[src/rtl/translate_seq.sv]
// Y86/MIPS micro-op translator: expands pushl/popl/call/ret into two micro-ops and buffers them in a FIFO.
// Optional macro TRANSLATE_SEQ_BYPASS_EN lets the incoming micro-op skip an empty queue in the same cycle.
module translate_seq #(
    parameter int          DEPTH  = 4,
    parameter logic [4:0]  SP_REG = 5'd4
) (
    input  logic        clk,
    input  logic        clrn,
    input  logic        flush,
    input  logic        in_valid,
    output logic        in_ready,
    input  logic        mode,
    input  logic [47:0] inst,
    input  logic [31:0] next_inst_pc,
    input  logic [54:0] in_uop,
    output logic        out_valid,
    input  logic        out_ready,
    output logic [54:0] out_uop,
    output logic        out_last,
    output logic [4:0]  count
);

    localparam int PTR_W = $clog2(DEPTH);

    localparam logic [3:0] ALU_ADD = 4'b0000;
    localparam logic [3:0] ALU_OR  = 4'b0101;

    localparam logic [3:0] IC_CALL = 4'h8;
    localparam logic [3:0] IC_RET  = 4'h9;
    localparam logic [3:0] IC_PUSH = 4'hA;
    localparam logic [3:0] IC_POP  = 4'hB;

    typedef struct packed {
        logic [3:0]  aluc;
        logic [4:0]  ra;
        logic [4:0]  rb;
        logic [4:0]  rn;
        logic [31:0] imm;
        logic        m2reg;
        logic        wmem;
        logic        wreg;
        logic        useimm;
    } uop_t;

    typedef enum logic {IDLE, EXP} state_t;

    state_t             r_state;
    uop_t               r_u1;
    logic [PTR_W-1:0]   r_head;
    logic [PTR_W-1:0]   r_tail;
    logic [4:0]         r_count;
    logic [55:0]        r_mem [DEPTH];

    uop_t               w_u0;
    uop_t               w_u1;
    logic               w_expand;
    logic [4:0]         w_ra_reg;
    logic               w_accept;
    logic               w_pop;
    logic               w_push;
    uop_t               w_push_uop;
    logic               w_push_last;
    logic               w_bypass;
    logic               w_bypass_take;
    logic               w_unused;

    function automatic uop_t mk_uop(input logic [3:0] aluc, input logic [4:0] ra,
                                    input logic [4:0] rb, input logic [4:0] rn,
                                    input logic [31:0] imm, input logic m2reg,
                                    input logic wmem, input logic wreg);
        return '{aluc: aluc, ra: ra, rb: rb, rn: rn, imm: imm,
                 m2reg: m2reg, wmem: wmem, wreg: wreg, useimm: 1'b1};
    endfunction

    function automatic logic [PTR_W-1:0] ptr_inc(input logic [PTR_W-1:0] p);
        return (p == PTR_W'(DEPTH - 1)) ? '0 : p + 1'b1;
    endfunction

    assign w_ra_reg = {1'b0, inst[15:12]};
    assign w_unused = ^{inst[47:16], inst[11:8], inst[3:0]};

    // NOTE: every signal written here gets a default first, so no path leaves a latch behind.
    always_comb begin
        w_u0     = uop_t'(in_uop);
        w_u1     = '0;
        w_expand = 1'b0;
        if (mode) begin
            case (inst[7:4])
                IC_PUSH: begin
                    w_expand = 1'b1;
                    w_u0 = mk_uop(ALU_ADD, SP_REG, 5'd0, SP_REG, 32'hFFFF_FFFC, 1'b0, 1'b0, 1'b1);
                    w_u1 = mk_uop(ALU_ADD, SP_REG, w_ra_reg, 5'd0, 32'd0, 1'b0, 1'b1, 1'b0);
                end
                IC_POP: begin
                    w_expand = 1'b1;
                    w_u0 = mk_uop(ALU_ADD, SP_REG, 5'd0, w_ra_reg, 32'd0, 1'b1, 1'b0, 1'b1);
                    w_u1 = mk_uop(ALU_ADD, SP_REG, 5'd0, SP_REG, 32'd4, 1'b0, 1'b0, 1'b1);
                end
                IC_CALL: begin
                    w_expand = 1'b1;
                    w_u0 = mk_uop(ALU_ADD, SP_REG, 5'd0, SP_REG, 32'hFFFF_FFFC, 1'b0, 1'b0, 1'b1);
                    w_u1 = mk_uop(ALU_OR, 5'd0, SP_REG, 5'd0, next_inst_pc, 1'b0, 1'b1, 1'b0);
                end
                IC_RET: begin
                    w_expand = 1'b1;
                    w_u0 = mk_uop(ALU_ADD, SP_REG, 5'd0, 5'd0, 32'd0, 1'b1, 1'b0, 1'b0);
                    w_u1 = mk_uop(ALU_ADD, SP_REG, w_ra_reg, SP_REG, 32'd4, 1'b0, 1'b0, 1'b1);
                end
                default: ;
            endcase
        end
    end

    assign in_ready = (r_state == IDLE) && (r_count < 5'(DEPTH));
    assign w_accept = in_valid && in_ready && !flush;
    assign w_pop    = out_ready && (r_count != 5'd0) && !flush;

`ifdef TRANSLATE_SEQ_BYPASS_EN
    assign w_bypass = (r_state == IDLE) && (r_count == 5'd0) && in_valid && !flush;
`else
    assign w_bypass = 1'b0;
`endif
    assign w_bypass_take = w_bypass && out_ready;

    always_comb begin
        w_push      = 1'b0;
        w_push_uop  = w_u0;
        w_push_last = !w_expand;
        if (r_state == IDLE) begin
            w_push = w_accept && !w_bypass_take;
        end else begin
            // A full queue can still take U1 in a cycle where the head leaves.
            w_push      = !flush && ((r_count < 5'(DEPTH)) || w_pop);
            w_push_uop  = r_u1;
            w_push_last = 1'b1;
        end
    end

    always_comb begin
        out_valid = (r_count != 5'd0) || w_bypass;
        out_uop   = '0;
        out_last  = 1'b0;
        if (r_count != 5'd0) begin
            out_uop  = r_mem[r_head][55:1];
            out_last = r_mem[r_head][0];
        end else if (w_bypass) begin
            out_uop  = w_u0;
            out_last = !w_expand;
        end
    end

    assign count = r_count;

    // NOTE: queue storage has no reset; occupancy lives in r_count and out_uop is masked while empty.
    always_ff @(posedge clk) begin
        if (w_push) begin
            r_mem[r_tail] <= {w_push_uop, w_push_last};
        end
    end

    always_ff @(posedge clk or negedge clrn) begin
        if (!clrn) begin
            r_state <= IDLE;
            r_u1    <= '0;
            r_head  <= '0;
            r_tail  <= '0;
            r_count <= '0;
        end else if (flush) begin
            r_state <= IDLE;
            r_u1    <= '0;
            r_head  <= '0;
            r_tail  <= '0;
            r_count <= '0;
        end else begin
            if (w_push) r_tail <= ptr_inc(r_tail);
            if (w_pop)  r_head <= ptr_inc(r_head);
            case ({w_push, w_pop})
                2'b10:   r_count <= r_count + 5'd1;
                2'b01:   r_count <= r_count - 5'd1;
                default: ;
            endcase
            case (r_state)
                IDLE: if (w_accept && w_expand) begin
                    r_u1    <= w_u1;
                    r_state <= EXP;
                end
                EXP:  if (w_push) r_state <= IDLE;
                default: r_state <= IDLE;
            endcase
        end
    end

endmodule

[config.mk]
export PLATFORM = sky130hd
export DESIGN_NAME = translate_seq
export DESIGN_NICKNAME = d
export VERILOG_FILES = /design/src/rtl/translate_seq.sv
export SDC_FILE = /design/constraint.sdc
export NUM_CORES = 1
export LEC_CHECK = 0
export ABC_AREA = 1
export BUFFER_PORTS_ARGS = -buffer_cell sky130_fd_sc_hd__buf_4
export CORE_MARGIN = 1.5
export CORE_UTILIZATION = 50
export DETAILED_ROUTE_END_ITERATION = 7
export HOLD_SLACK_MARGIN = 0.02
export PLACE_DENSITY = 0.72
export SYNTH_ARGS = -nofsm -noshare
export SYNTH_HDL_FRONTEND = slang
export SYNTH_SLANG_ARGS = --single-unit
[constraint.sdc]
create_clock -name clk -period 5.54 [get_ports clk]
set_input_delay 0.277 -clock clk [delete_from_list [all_inputs] [get_ports clk]]
set_output_delay 0.277 -clock clk [all_outputs]
set_load 0.01 [all_outputs]
==> impl_summary.log <==
[metrics] total power per unit cell area: 459 nW/um2
[metrics] Seq cells post-synth: 275
[metrics] startpoint-to-endpoint class of the critical path: flop to flop
[metrics] total vias in the final route: around 8700
[metrics] path category of the worst min-delay check: input port to flop
[metrics] Synthesized Nets: 1284
[metrics] R2R Setup Slk: 2.10 ns
[metrics] placement row count: 56
[metrics] H-tree depth: 1
[metrics] Iter 0 DRT Violations: about 760
[metrics] slowest cell delay on critical path: roughly 0.70 ns
[metrics] share of post-route cells with drive strength above 1: 18.3%
[metrics] clock-pin slew of the registers on the worst-case setup and hold paths: about 0.060 ns
[metrics] Hold Crit Start: next_inst_pc[18]
[metrics] RSZ-0062 raised after global routing: false
[metrics] number of setup buffers added after CTS: 0
[metrics] final number of setup-violating endpoints: 0
[metrics] startpoint class of the critical path: flop
[metrics] post-synthesis instance total: between 1000 and 1500
[metrics] CP Buf/Inv Count: 3
[metrics] required arrival time at the worst endpoint: 5.70 ns
[metrics] Distinct cells, synth: 34
[metrics] worst slew margin relative to its limit: 18.2%
[metrics] kind of cell adding the most delay to the critical path: buffers and inverters
[metrics] endpoint type of the worst setup path: flop
[metrics] endpoint with the worst hold slack: r_u1[22]$_DFFE_PN0P_
[metrics] largest driver fanout on the critical path: 43
[metrics] All-Layer GR Usage: 23.1%
[metrics] Clock Latency Late Sink: 0.53 ns
[metrics] P_leak: slightly below 0.006 uW
[metrics] number of standard cells in the final layout excluding fillers: 1649
[metrics] area leader, netlist: edfxtp_1
[metrics] time the final worst path needs with I/O delays and setup: about 3.4 ns
[metrics] clock skew: 0.00972 ns
[metrics] Ant. Diodes: 0
[metrics] Clock Tree Buf Depth: 3
[metrics] result of the run: complete, no violations
[metrics] final critical-path share of the clock period: between 60 and 70%
[metrics] area share of the leading cell type in the synthesized netlist: ~57%
[metrics] vias in the first global route: approximately 8400
[metrics] root buffer cell: clkbuf_16
[metrics] post-DP HPWL: ~17000 um
[metrics] max-capacitance violation count: 0
[metrics] prevailing post-synth register cell: edfxtp_1
[metrics] Placed Cells incl. Taps: 1566
[metrics] register area share after synthesis: 67.5%
[metrics] average cell area after synthesis: ~10 um2
[metrics] first-pass GRT wire length: between 40000 and 50000 um
[metrics] Buffers on Ports: ~160
[metrics] Max Clock Freq: between 0.2 and 0.3 GHz
[metrics] grt ovf: 0
[metrics] maximum number of pins on one net before global-route repair: ~120
[metrics] total wire length: between 20000 and 30000 um
[metrics] CTS tree: built
[metrics] ordered list of cells on the worst path: inv_2 -> nand4_2 -> nand2_4 -> inv_1 -> nor2_4 -> buf_4
[metrics] starting density of the core: about half
[metrics] count of antenna-violating nets left after detailed routing: 0
[metrics] DRC violation count after routing: 0
[metrics] Routed wire per std cell: between 15 and 20 um
[metrics] number of buffers inserted during clock tree synthesis: 28
[metrics] number of antenna violations at the first check in global routing: 0
[metrics] ranking of synthesized cells by area: edfxtp_1 57%, dfrtp_1 11%, nor2_1 7.8%
[metrics] worst vdd ir: 0.260 mV
[metrics] measured slew at the worst slew-check pin: between 1 and 1.5 ns
[metrics] Avg Vias per Cell: approximately 5.3
[metrics] router iterations before antenna repair: 5
[metrics] area growth from synthesis to layout: 22.6%
[metrics] yosys synthesis warning count: 0
[metrics] FILL cells: 1880
[metrics] Post-CTS Hold Fix Bufs: 32
[metrics] Ports: ~200
[metrics] slowest stage cell, crit path: inv_2
[metrics] die extent in x: roughly 160 um
[metrics] total design power: ~6700 uW
[metrics] final count of pins violating max slew: 0
[metrics] total negative setup slack: 0 ns
[metrics] post-layout net count: between 1000 and 1500
[metrics] worst hold stages: 3
[metrics] Floorplan Core Area: 23400 um2
[metrics] number of clock sinks: roughly 280
[metrics] die boundary height: around 160 um
[metrics] Async S/R FF share, synth: between 15 and 20%
[metrics] CTS-repair resized insts: 0
[metrics] reg2reg path depth: 6
[metrics] r2r endpoint: r_mem[2][29]$_DFFE_PP_
[metrics] die footprint: between 20000 and 25000 um2
[metrics] Cell Area, Synth: 11900 um2
[metrics] WP data arrival: ~3.6 ns
[metrics] final RePlAce weighted congestion: just over 0.8
[metrics] r2r startpoint: r_state$_DFF_PN0_
[metrics] number of enable flip-flop cells after synthesis: between 200 and 250
[metrics] worst slack on hold paths: approximately 0.035 ns
[metrics] Fin. Hold Viols: 0
-- final cells by class --
cell class	instances	area (um2)	share of cell area [%]
sequential	275	8010	55.1
multi-input combinational	680	3200	22.0
timing repair buffer	208	1640	11.3
clock buffer	38	759	5.22
inverter	116	437	3.00
tap	319	399	2.75
clock inverter	13	93.8	0.645
-- metrics by stage --
step / utilization, % / setup WS [ns] / area, um2
6_report: 62.1 / 2.10 / 14500
5_1_grt: 62.1 / 1.83 / 14500
4_1_cts: 62.1 / 2.03 / 14500
3_5_place_dp: 57.1 / 2.05 / 13400
3_3_place_gp: 57.1 / 2.07 / 13400
2_1_floorplan: - / 1.64 / 11900
-- worst register-to-register path, delay by kind of cell (launching register included) --
kind / cells / cell delay, ns
buf+inv: 3 / 1.51
flops: 1 / 0.44
simple gates: 3 / 1.11
-- cell usage in the layout (no fill, tap or decap), types with 2 or more instances in the layout --
cell,synthesis,final
clkinvlp_4,0,2
clkinv_1,0,4
dfrtp_1,51,49
edfxtp_1,224,224
o211ai_1,2,2
nand3_2,2,2
a2bb2oi_1,2,2
dlygate4sd3_1,0,32
nand2_2,4,4
a21oi_1,59,59
nand2_1,124,124
ha_1,7,7
o21ai_1,8,7
nand3_1,13,13
clkbuf_1,37,9
a32o_1,3,3
inv_2,5,6
o21ai_0,161,161
clkinv_2,0,6
nor2_1,245,241
o22ai_1,36,36
nor2_4,1,6
clkbuf_16,0,29
buf_4,1,176
inv_1,111,109
-- flip-flops by register name, summed over array words and instances, names as in the netlist --
register  count
r_state       1
count         5
r_u1         41
r_head        2
r_mem       224
r_tail        2
-- worst max-delay path by stage --
stage,startpoint,end,slack [ns],cells past startpoint
global placement,r_state$_DFF_PN0_,r_mem[1][14]$_DFFE_PP_,2.07,6
global route,r_state$_DFF_PN0_,r_mem[1][8]$_DFFE_PP_,1.83,6
floorplan,count[2]$_DFFE_PN0P_,r_mem[0][0]$_DFFE_PP_,1.64,5
detailed placement,r_state$_DFF_PN0_,r_mem[1][18]$_DFFE_PP_,2.05,6
finish,r_state$_DFF_PN0_,r_mem[2][29]$_DFFE_PP_,2.10,6
CTS,r_state$_DFF_PN0_,r_mem[1][8]$_DFFE_PP_,2.03,6
-- power breakdown --
group | switching, uW | internal, uW
Sequential | 56.5 | 2470
Combinational | 1500 | 902
Clock | 734 | 1000
-- Yosys cell counts (all sizes together), types with 3 or more instances --
library cell and count:
inv 116, ha 7, nand3 16, a21oi 59, a32o 3, edfxtp 224, dfrtp 51, clkbuf 37
nand2 129, buf 28, nor2 249, o21ai 169, o22ai 36
-- logic make-up (layout without fill, tap and decap cells) --
kind of cell / Yosys count / after routing / share of synthesized area (%)
simple gates: 399 / 399 / 13.6
flops: 275 / 275 / 67.5
compound gates: 272 / 272 / 12.1
buf+inv: 181 / 375 / 5.99
fa+ha+maj: 7 / 7 / 0.738
xor+xnor: 2 / 2 / 0.148
-- routing by layer --
metal / vias up / GRT usage [%] / wire length, um
li1: 4191 / - / -
met1: 4192 / 30.8 / 12000
met2: 296 / 39.0 / 14200
met3: 57 / 3.00 / 1540
met4: 0 / 8.04 / 724
met5: - / 0 / 0
No activity file was read; power rests on OpenSTA's default activity.
